$ cat src/rtl/ballot_display_pkg.sv
`default_nettype none
// ============================================================================
// Module      : ballot_display_pkg
// Description : Display codes, controller state encoding and the channel-label
//               helper shared by the ballot display controller.
// Revision    : 1.0 - initial release
// ============================================================================
package ballot_display_pkg;

    localparam logic [3:0] CODE_BLANK = 4'd10;
    localparam logic [3:0] CODE_C     = 4'd11;
    localparam logic [3:0] CODE_N     = 4'd12;

    localparam int CHAN_W = 4;

    typedef enum logic [1:0] {
        ST_ENTRY      = 2'd0,
        ST_RES_MANUAL = 2'd1,
        ST_RES_AUTO   = 2'd2
    } disp_state_t;

    // Candidates show their own number; the null channel shows 'N'.
    function automatic logic [3:0] chan_label(input logic [CHAN_W-1:0] chan,
                                              input logic [CHAN_W-1:0] null_chan);
        return (chan == null_chan) ? CODE_N : chan;
    endfunction

endpackage
`default_nettype wire

$ cat src/rtl/dwell_timer.sv
`default_nettype none
// ============================================================================
// Module      : dwell_timer
// Description : Counts cycles spent on one channel; pulses expire on the last
//               cycle of each DWELL_CYCLES-long dwell.
// Revision    : 1.0 - initial release
// ============================================================================
module dwell_timer #(
    parameter int DWELL_CYCLES = 50000000
) (
    input  logic clock,
    input  logic reset_n,
    input  logic clear,
    input  logic restart,
    output logic expire
);

    localparam int CNT_W = $clog2(DWELL_CYCLES);
    localparam logic [CNT_W-1:0] c_last = CNT_W'(DWELL_CYCLES - 1);

    logic [CNT_W-1:0] r_count;

    assign expire = !clear && (r_count == c_last);

    always_ff @(posedge clock) begin
        if (!reset_n) begin
            r_count <= '0;
        end else if (clear || restart || expire) begin
            r_count <= '0;
        end else begin
            r_count <= r_count + 1'b1;
        end
    end

endmodule
`default_nettype wire

$ cat src/rtl/ballot_display_ctrl.sv
`default_nettype none
// ============================================================================
// Module      : ballot_display_ctrl
// Description : Multiplexes vote entry and per-channel tallies onto NUM_POS
//               BCD display positions; manual or timed auto-scroll results.
//               Optional macro LEADING_ZERO_BLANK_EN blanks leading tally zeros.
// Revision    : 1.0 - initial release
// ============================================================================
module ballot_display_ctrl
    import ballot_display_pkg::*;
#(
    parameter int NUM_CAND     = 4,
    parameter int CNT_DIGITS   = 6,
    parameter int ENTRY_DIGITS = 4,
    parameter int NUM_POS      = 8,
    parameter int DWELL_CYCLES = 50000000
) (
    input  logic                                  clock,
    input  logic                                  reset_n,
    input  logic                                  finish,
    input  logic                                  auto_scroll,
    input  logic [3:0]                            sel_chan,
    input  logic                                  next_pulse,
    input  logic [$clog2(ENTRY_DIGITS+1)-1:0]     entry_count,
    input  logic [4*ENTRY_DIGITS-1:0]             entry_digits,
    input  logic [4*CNT_DIGITS*(NUM_CAND+1)-1:0]  tallies,
    output logic [4*NUM_POS-1:0]                  bcd_out,
    output logic [3:0]                            shown_chan,
    output logic                                  result_valid
);

    localparam int ECW = $clog2(ENTRY_DIGITS+1);
    localparam int TW  = 4*CNT_DIGITS;
    localparam int c_field_base = NUM_POS - ENTRY_DIGITS;
    localparam logic [3:0] c_null_chan = 4'(NUM_CAND);
`ifdef LEADING_ZERO_BLANK_EN
    localparam bit c_lz_blank = 1'b1;
`else
    localparam bit c_lz_blank = 1'b0;
`endif

    disp_state_t          r_state;
    disp_state_t          w_state_next;
    logic [3:0]           r_auto_chan;
    logic [3:0]           w_auto_chan_next;
    logic                 w_enter_auto;
    logic                 w_timer_clear;
    logic                 w_timer_restart;
    logic                 w_expire;

    logic [4*NUM_POS-1:0] r_bcd;
    logic [3:0]           r_shown;
    logic                 r_valid;
    logic [4*NUM_POS-1:0] w_bcd;
    logic [3:0]           w_shown;
    logic                 w_valid;
    logic [3:0]           w_chan;
    logic [TW-1:0]        w_tally;
    logic [3:0]           w_digit;
    logic                 w_lead;
    logic [ECW-1:0]       w_count_sat;

    dwell_timer #(
        .DWELL_CYCLES (DWELL_CYCLES)
    ) u_dwell_timer (
        .clock   (clock),
        .reset_n (reset_n),
        .clear   (w_timer_clear),
        .restart (w_timer_restart),
        .expire  (w_expire)
    );

    always_ff @(posedge clock) begin
        if (!reset_n) begin
            r_state <= ST_ENTRY;
        end else begin
            r_state <= w_state_next;
        end
    end

    always_comb begin
        w_state_next = ST_ENTRY;
        if (finish) begin
            w_state_next = auto_scroll ? ST_RES_AUTO : ST_RES_MANUAL;
        end
    end

    assign w_enter_auto    = (w_state_next == ST_RES_AUTO) && (r_state != ST_RES_AUTO);
    assign w_timer_clear   = (w_state_next != ST_RES_AUTO);
    assign w_timer_restart = w_enter_auto || next_pulse;

    // A pulse landing on dwell expiry still yields a single step.
    always_comb begin
        w_auto_chan_next = r_auto_chan;
        if ((w_state_next != ST_RES_AUTO) || w_enter_auto) begin
            w_auto_chan_next = '0;
        end else if (next_pulse || w_expire) begin
            w_auto_chan_next = (r_auto_chan == c_null_chan) ? 4'd0 : r_auto_chan + 4'd1;
        end
    end

    // Display image is built from the upcoming state so outputs lag inputs by one cycle.
    always_comb begin
        w_bcd       = {NUM_POS{CODE_BLANK}};
        w_shown     = '0;
        w_valid     = 1'b0;
        w_tally     = '0;
        w_digit     = '0;
        w_lead      = 1'b1;
        w_count_sat = (entry_count > ECW'(ENTRY_DIGITS)) ? ECW'(ENTRY_DIGITS) : entry_count;
        case (w_state_next)
            ST_RES_MANUAL: w_chan = sel_chan;
            ST_RES_AUTO:   w_chan = w_auto_chan_next;
            default:       w_chan = '0;
        endcase

        if (w_state_next == ST_ENTRY) begin
            for (int i = 0; i < ENTRY_DIGITS; i++) begin
                if (i < int'(w_count_sat)) begin
                    w_bcd[(c_field_base+i)*4 +: 4] = entry_digits[i*4 +: 4];
                end
            end
        end else begin
            w_shown = w_chan;
            if (w_chan <= c_null_chan) begin
                w_valid = 1'b1;
                for (int c = 0; c <= NUM_CAND; c++) begin
                    if (w_chan == 4'(c)) begin
                        w_tally = tallies[c*TW +: TW];
                    end
                end
                w_bcd[3:0] = CODE_C;
                w_bcd[7:4] = chan_label(w_chan, c_null_chan);
                for (int j = 0; j < CNT_DIGITS; j++) begin
                    w_digit = w_tally[(CNT_DIGITS-1-j)*4 +: 4];
                    if (c_lz_blank && w_lead && (w_digit == 4'd0) && (j != CNT_DIGITS-1)) begin
                        w_bcd[(2+j)*4 +: 4] = CODE_BLANK;
                    end else begin
                        w_bcd[(2+j)*4 +: 4] = w_digit;
                        w_lead              = 1'b0;
                    end
                end
            end
        end
    end

    always_ff @(posedge clock) begin
        if (!reset_n) begin
            r_auto_chan <= '0;
            r_bcd       <= {NUM_POS{CODE_BLANK}};
            r_shown     <= '0;
            r_valid     <= 1'b0;
        end else begin
            r_auto_chan <= w_auto_chan_next;
            r_bcd       <= w_bcd;
            r_shown     <= w_shown;
            r_valid     <= w_valid;
        end
    end

    assign bcd_out      = r_bcd;
    assign shown_chan   = r_shown;
    assign result_valid = r_valid;

endmodule
`default_nettype wire

$ cat config.mk
export PLATFORM = sky130hd
export DESIGN_NAME = ballot_display_ctrl
export DESIGN_NICKNAME = d
export VERILOG_FILES = /design/src/rtl/ballot_display_pkg.sv /design/src/rtl/dwell_timer.sv /design/src/rtl/ballot_display_ctrl.sv
export SDC_FILE = /design/constraint.sdc
export NUM_CORES = 1
export LEC_CHECK = 0
export ABC_AREA = 1
export BUFFER_PORTS_ARGS = -buffer_cell sky130_fd_sc_hd__buf_2
export CAP_MARGIN = 25
export CORE_MARGIN = 2
export CORE_UTILIZATION = 43
export DETAILED_ROUTE_END_ITERATION = 8
export GPL_TIMING_DRIVEN = 0
export PLACE_DENSITY = 0.78
export RECOVER_POWER = 50
export SYNTH_ARGS = -nofsm -noshare
export SYNTH_HDL_FRONTEND = slang
export SYNTH_SLANG_ARGS = --single-unit
$ cat constraint.sdc
create_clock -name clock -period 2.3 [get_ports clock]
set_input_delay 0.23 -clock clock [delete_from_list [all_inputs] [get_ports clock]]
set_output_delay 0.23 -clock clock [all_outputs]
set_load 0.005 [all_outputs]
# ---- Yosys cells after proc, flatten, opt, wreduce, memory -nomap -nowiden
# Index checks and enable logic that the tools add are counted.
# W data, S select, Z words.
dict set report op_classes {
  n_reduce_logical 14
  n_eq_ne 10
  add_sub_neg 2
  n_mux 20
  order_cmp 6
  bitwise 2
}
# op count
set op_table {}
lappend op_table {{$mux W24} 5}
lappend op_table {{$mux W32} 1}
lappend op_table {{$mux W4} 8}
lappend op_table {{$add A26 B1 Y26 const B} 1}
lappend op_table {{$eq A26 B26 Y1 const B} 1}
lappend op_table {{$mux W16} 1}
lappend op_table {{$eq A4 B2 Y1 const B} 2}
lappend op_table {{$eq A4 B3 Y1 const B} 2}
lappend op_table {{$pmux W4 S2} 1}
lappend op_table {{$lt A1 B3 Y1 const A} 2}
lappend op_table {{$lt A2 B3 Y1 const A} 2}
lappend op_table {{$logic_or A1 B1 Y1} 5}
lappend op_table {{$add A4 B1 Y4 const B} 1}
lappend op_table {{$eq A4 B1 Y1 const B} 1}
lappend op_table {{$le A4 B3 Y1 const B} 1}
lappend op_table {{$logic_not A4 Y1} 1}
lappend op_table {{$mux W2} 2}
lappend op_table {{$ne A2 B2 Y1 const B} 2}
lappend op_table {{$reduce_or A2 Y1} 2}
lappend op_table {{$reduce_or A4 Y1} 1}
lappend op_table {{$gt A3 B3 Y1 const B} 1}
lappend op_table {{$mux W3} 1}
lappend op_table {{$reduce_or A3 Y1} 1}
lappend op_table {{$eq A2 B1 Y1 const B} 1}
lappend op_table {{other kinds (6)} 8}
dict set report word_totals {
  wordCells 63
  out_inout_bits 37
  reg_bits 69
  in_bits 148
}

# ---- Depth between registers and ports, before layout
dict set report logic_depth {
  depth_word 17
  ltp_mapped 20
  depth_no_buf 19
}

# ---- Hierarchy
# A second synthesis with hierarchy kept.
dict set report unflattened {
  hier_cells 662
  hier_area_um2 4091.4
}
# mod area_each_um2 seq_area_each_um2 cells_each n_inst
set modules_own_cells {}
lappend modules_own_cells {ballot_display_ctrl 2640.0 780.7 430 1}
lappend modules_own_cells {dwell_timer 1451.4 520.5 232 1}

# ---- Least setup slack after synthesis
# Ideal clock, no wire load.
dict set report synth_path {
  path_type {register to register}
  start {register u_dwell_timer.r_count[0]}
  end {register r_bcd[26] (netlist: bcd_out[26])}
  arrival_time_ns 2.001
  n_path_buf 1
  period_less_slack_ns 2.114
  setup_time_ns 0.113
  stages_incl_launch_ff 17
  t_required_ns 2.187
  path_slack_ns 0.186
  cell_sequence {dfxtp_1 > ha_1 > nand2_2 > nor2_4 > nand2_2 > nor2_4 > nand2_4 > nand2_4 > nand2_1 > nand3_2 > nand2_4 > nor2_8 > nand3_4 > buf_6 > or2_0 > nand3_1 > nand2_1}
}
dict set report synth_between {
  elab_chain_cells 14
  elab_cells_between_ends 19
  cone_classes {order compare: 1; eq/ne: 5; mux: 10; reduce/logical: 3}
}
# element line_no
set synth_rtl {}
lappend synth_rtl {{start, declared} dwell_timer.sv:21} ;# logic [CNT_W-1:0] r_count;
lappend synth_rtl {{start signal, assigned} dwell_timer.sv:31} ;# r_count <= r_count + 1'b1;
lappend synth_rtl {{$eq A26 B26 Y1 (*)} dwell_timer.sv:23} ;# assign expire = !clear && (r_count == c_last);
lappend synth_rtl {{$logic_and A1 B1 Y1 (*)} dwell_timer.sv:23}
lappend synth_rtl {{$logic_or A1 B1 Y1 (*)} ballot_display_ctrl.sv:97} ;# end else if (next_pulse || w_expire) begin
lappend synth_rtl {{$mux W4 (*)} ballot_display_ctrl.sv:97}
lappend synth_rtl {{$mux W4 (*)} ballot_display_ctrl.sv:95} ;# if ((w_state_next != ST_RES_AUTO) || w_enter_auto) begin
lappend synth_rtl {{$pmux W4 S2 (*)} ballot_display_ctrl.sv:111} ;# case (w_state_next)
lappend synth_rtl {{$logic_not A4 Y1} ballot_display_ctrl.sv:128} ;# if (w_chan == 4'(c)) begin
lappend synth_rtl {{$mux W24 (5 in a row)} ballot_display_ctrl.sv:128}
lappend synth_rtl {{$mux W32 (*)} ballot_display_ctrl.sv:125} ;# if (w_chan <= c_null_chan) begin
lappend synth_rtl {{$mux W16 (*)} ballot_display_ctrl.sv:117} ;# if (w_state_next == ST_ENTRY) begin
lappend synth_rtl {{end signal, assigned} ballot_display_ctrl.sv:150} ;# r_bcd <= {NUM_POS{CODE_BLANK}};
lappend synth_rtl {{end signal, assigned} ballot_display_ctrl.sv:155} ;# r_bcd <= w_bcd;
lappend synth_rtl {{end, declared} ballot_display_ctrl.sv:51} ;# logic [4*NUM_POS-1:0] r_bcd;
# Mark *: on every way between the ends. The rest lies on a longest branch, timed or not.
# A chain may end at the register's enable or synchronous reset.

# ---- Worst setup path in the final report
dict set report layout_path {
  start {register u_dwell_timer.r_count[1]}
  end {register r_bcd[22] (netlist: bcd_out[22])}
}
# Same word-level chain as after synthesis.

==> flow_metrics.tcl <==
set metrics [dict create \
    worst-setup-path-type "reg2reg" \
    die-area_um2 9990 \
    nets 978 \
    vias_per_cell 5.09 \
    worstSkewPairLatency_ns 0.34 \
    avgRoutedWirePerCell_um 14.3 \
    io_pins 185 \
    synth_edf_count 0 \
    synth_common_cells "158 x nand2_1, 78 x nand3_1, 78 x nor2_1" \
    min_path_type "in2reg" \
    coreArea_um2 9060 \
    powerDensity_nw_per_um2 515 \
    cts.sinks 65 \
    skew_ns 0.0103 \
    place_ws_ns -0.160 \
    synthArstFlopShare 0 \
    worstMarginPinSlew_ns 0.567 \
    clk_pin_slew_ns 0.07 \
    synth_compound_area_frac 0.103 \
    yosysSeqAreaShare 0.329 \
    synth_top_family_by_area "simple AND/OR/NAND/NOR gates" \
    die_h_um 99.9 \
    syn2layout_area_growth_pct 42.1 \
    dp_cells 905 \
    synth.top_cell.area_share 0.329 \
    slew_headroom 0.620 \
    clockRootBuffer "clkbuf_8" \
    avgSynthCellArea_um2 6.47 \
    synth_fa_ha_area_frac 0.00948 \
    grt_use_total 0.257 \
    synthSimpleGateAreaFrac 0.441 \
    max_freq_mhz 447 \
    cts_made_buffers 9 \
    yosys-top-cells-area "dfxtp_1 33%, nand2_1 15%, nand3_1 9.9%, nor2_1 7.4%, inv_1 6.0%" \
    cellLeakagePower_nw 2.74 \
    synth-main-ff-cell "dfxtp_1" \
    grt_pass1_wl_mm 20.5 \
    ir_worst_vdd_mv 0.269 \
    die_w_um 99.9 \
    drtIter0Drc 262 \
    setup_viol 0 \
    cts.path.max_buffers 2 \
    drc 0 \
    hold_violations 0 \
    yosysTopAreaCell "dfxtp_1" \
    rsz0062_at_grt "true" \
    synthesis.area_um2 3960 \
    fin_crit_sh 0.972 \
    nFillCells 845 \
    grt_pass1_vias 4565 \
    ys_ff_latch 65 \
    fin_crit_ns 2.24 \
    synth_warnings 0 \
    layout-drive-gt1-share 0.381 \
    grt-ovfl-total 0 \
    grt_start_max_net_pins 17 \
    maxSlewViolCount 0 \
    outcome "complete, no violations" \
    initial_core_util 0.437 \
    h-tree-depth 3 \
    maxCapViolCount 0 \
    postRouteAntennaNets 0 \
    io_buffers 181 \
    antenna_found_initial 2 \
    synthMuxAreaShare 0 \
    drt_pre_antenna_iters 5 \
    final_cells 945 \
    critPathMaxFanout 7 \
    synth.most_common_cell "nand2_1" \
    ctsHoldBuffers 0 \
    rows 35 \
    critPathLaunchType "flop" \
    routabilityCongestion 0.953 \
    dp_hpwl_mm 10.5 \
    worstPathRequired_ns 2.57 \
    finalWirelength_mm 13.5 \
    endpoint_kind "flop" \
    arrival_ns 2.51 \
    register_area_um2 1310 \
    vias 4809 \
    syn_inst 612 \
    setup_slack_ns 0.0641 \
    multi_input_area_um2 2370 \
    setup_tns_ns 0 \
    ys_types 37 \
    synth_xor_area_frac 0.00221 \
    cts_tree "done" \
]
power by group:
part           switching, mW  internal [mW]
registers             0.0134           1.16
logic                  0.305          0.259
clock network          0.431          0.721
total                  0.750           2.14
layout by cell type (no fill, tap or decap), types with 2 or more instances in the layout:
cell type / n
a21oi_1: 38
a21oi_2: 5
buf_2: 182
buf_4: 25
buf_6: 11
bufinv_16: 3
clkbuf_1: 5
clkbuf_8: 9
conb_1: 3
dfxtp_1: 61
dfxtp_2: 4
diode_2: 2
ha_1: 2
inv_1: 61
inv_2: 12
inv_4: 4
nand2_1: 153
nand2_2: 9
nand2_4: 7
nand3_1: 73
nand3_2: 7
nand3_4: 2
nand4_1: 10
nor2_1: 64
nor2_2: 15
nor2_4: 6
nor2_8: 3
nor3_1: 9
nor3_2: 3
nor3b_1: 4
o211ai_1: 4
o21a_1: 2
o21ai_0: 14
o31ai_1: 6
or2_0: 2
final timing paths:
path	start	to	slack [ns]	cells after the start
setup / recovery	u_dwell_timer.r_count[1]	bcd_out[22]	0.06	18
hold / removal	auto_scroll	r_state[0]	0.08	2
setup reg to reg	u_dwell_timer.r_count[1]	bcd_out[22]	0.06	18
hold reg to reg	u_dwell_timer.r_count[3]	u_dwell_timer.r_count[3]	0.47	2
what timing repair did:
action / in CTS / in global routing
pin swaps: 9 / 19
gates cloned: 3 / 1
setup buffers: 12 / 7
gates resized for setup: 19 / 44
endpoints found under the setup margin: 29 / 34
per-layer routing:
metal | global-route usage | wire length, µm | vias up | share of wire
li1 | - | - | 2395 | -
met1 | 0.279 | 5140 | 2187 | 0.38
met2 | 0.475 | 7150 | 191 | 0.53
met3 | 0.0522 | 781 | 36 | 0.058
met4 | 0.125 | 427 | 0 | 0.032
met5 | 0 | 0 | - | 0
logic make-up (layout without fill, tap and decap cells):
group,after synthesis,count (layout)
DFF,65,65
adders and majority gates,3,3
and+or+nand+nor,371,372
other,2,5
AOI/OAI and AO/OA,71,71
buffers and inverters,99,317
xor gates and xnor gates,1,1
area by class of cell:
type	count	share of cell area
clock inverter	5	0.0185
multi-input combinational	450	0.422
timing repair buffer	203	0.195
buffer	20	0.0283
sequential	65	0.232
inverter	78	0.0547
tap	111	0.0247
clock buffer	11	0.0234
antenna	2	0.000890
critical path, cell delays in order (launching register included):
cell	delay [ns]
dfxtp_2	0.37
ha_4	0.15
nand2_2	0.07
nor2_4	0.11
nand2_2	0.07
nor2_4	0.10
nand2_4	0.09
nand2_4	0.09
nand2_1	0.06
nand3_2	0.10
nand2_4	0.11
nor2_8	0.22
nand2_4	0.11
buf_6	0.15
nor2_1	0.08
nor2_1	0.06
nand2_1	0.05
nand2_1	0.05
a21oi_1	0.13
sequential cells by signal, summed over array words and instances (netlist names):
name,cells
bcd_out,29
u_dwell_timer.r_count,26
r_auto_chan,4
shown_chan,4
r_state,2
through the flow:
| stage | utilization | hold WS, ns | power [mW] | instance area [µm²] |
|---|---|---|---|---|
| final | 0.620 | 0.0783 | 2.89 | 5620 |
| after global placement | 0.552 | 0.424 | 1.70 | 5010 |
| after global routing | 0.620 | 0.0614 | 3.01 | 5620 |
| after detailed placement | 0.552 | 0.434 | 1.71 | 5010 |
| after CTS | 0.597 | 0.0577 | 2.87 | 5410 |
| after floorplan | - | 0.302 | 1.47 | 3960 |
No activity file was read; power rests on OpenSTA's default activity.
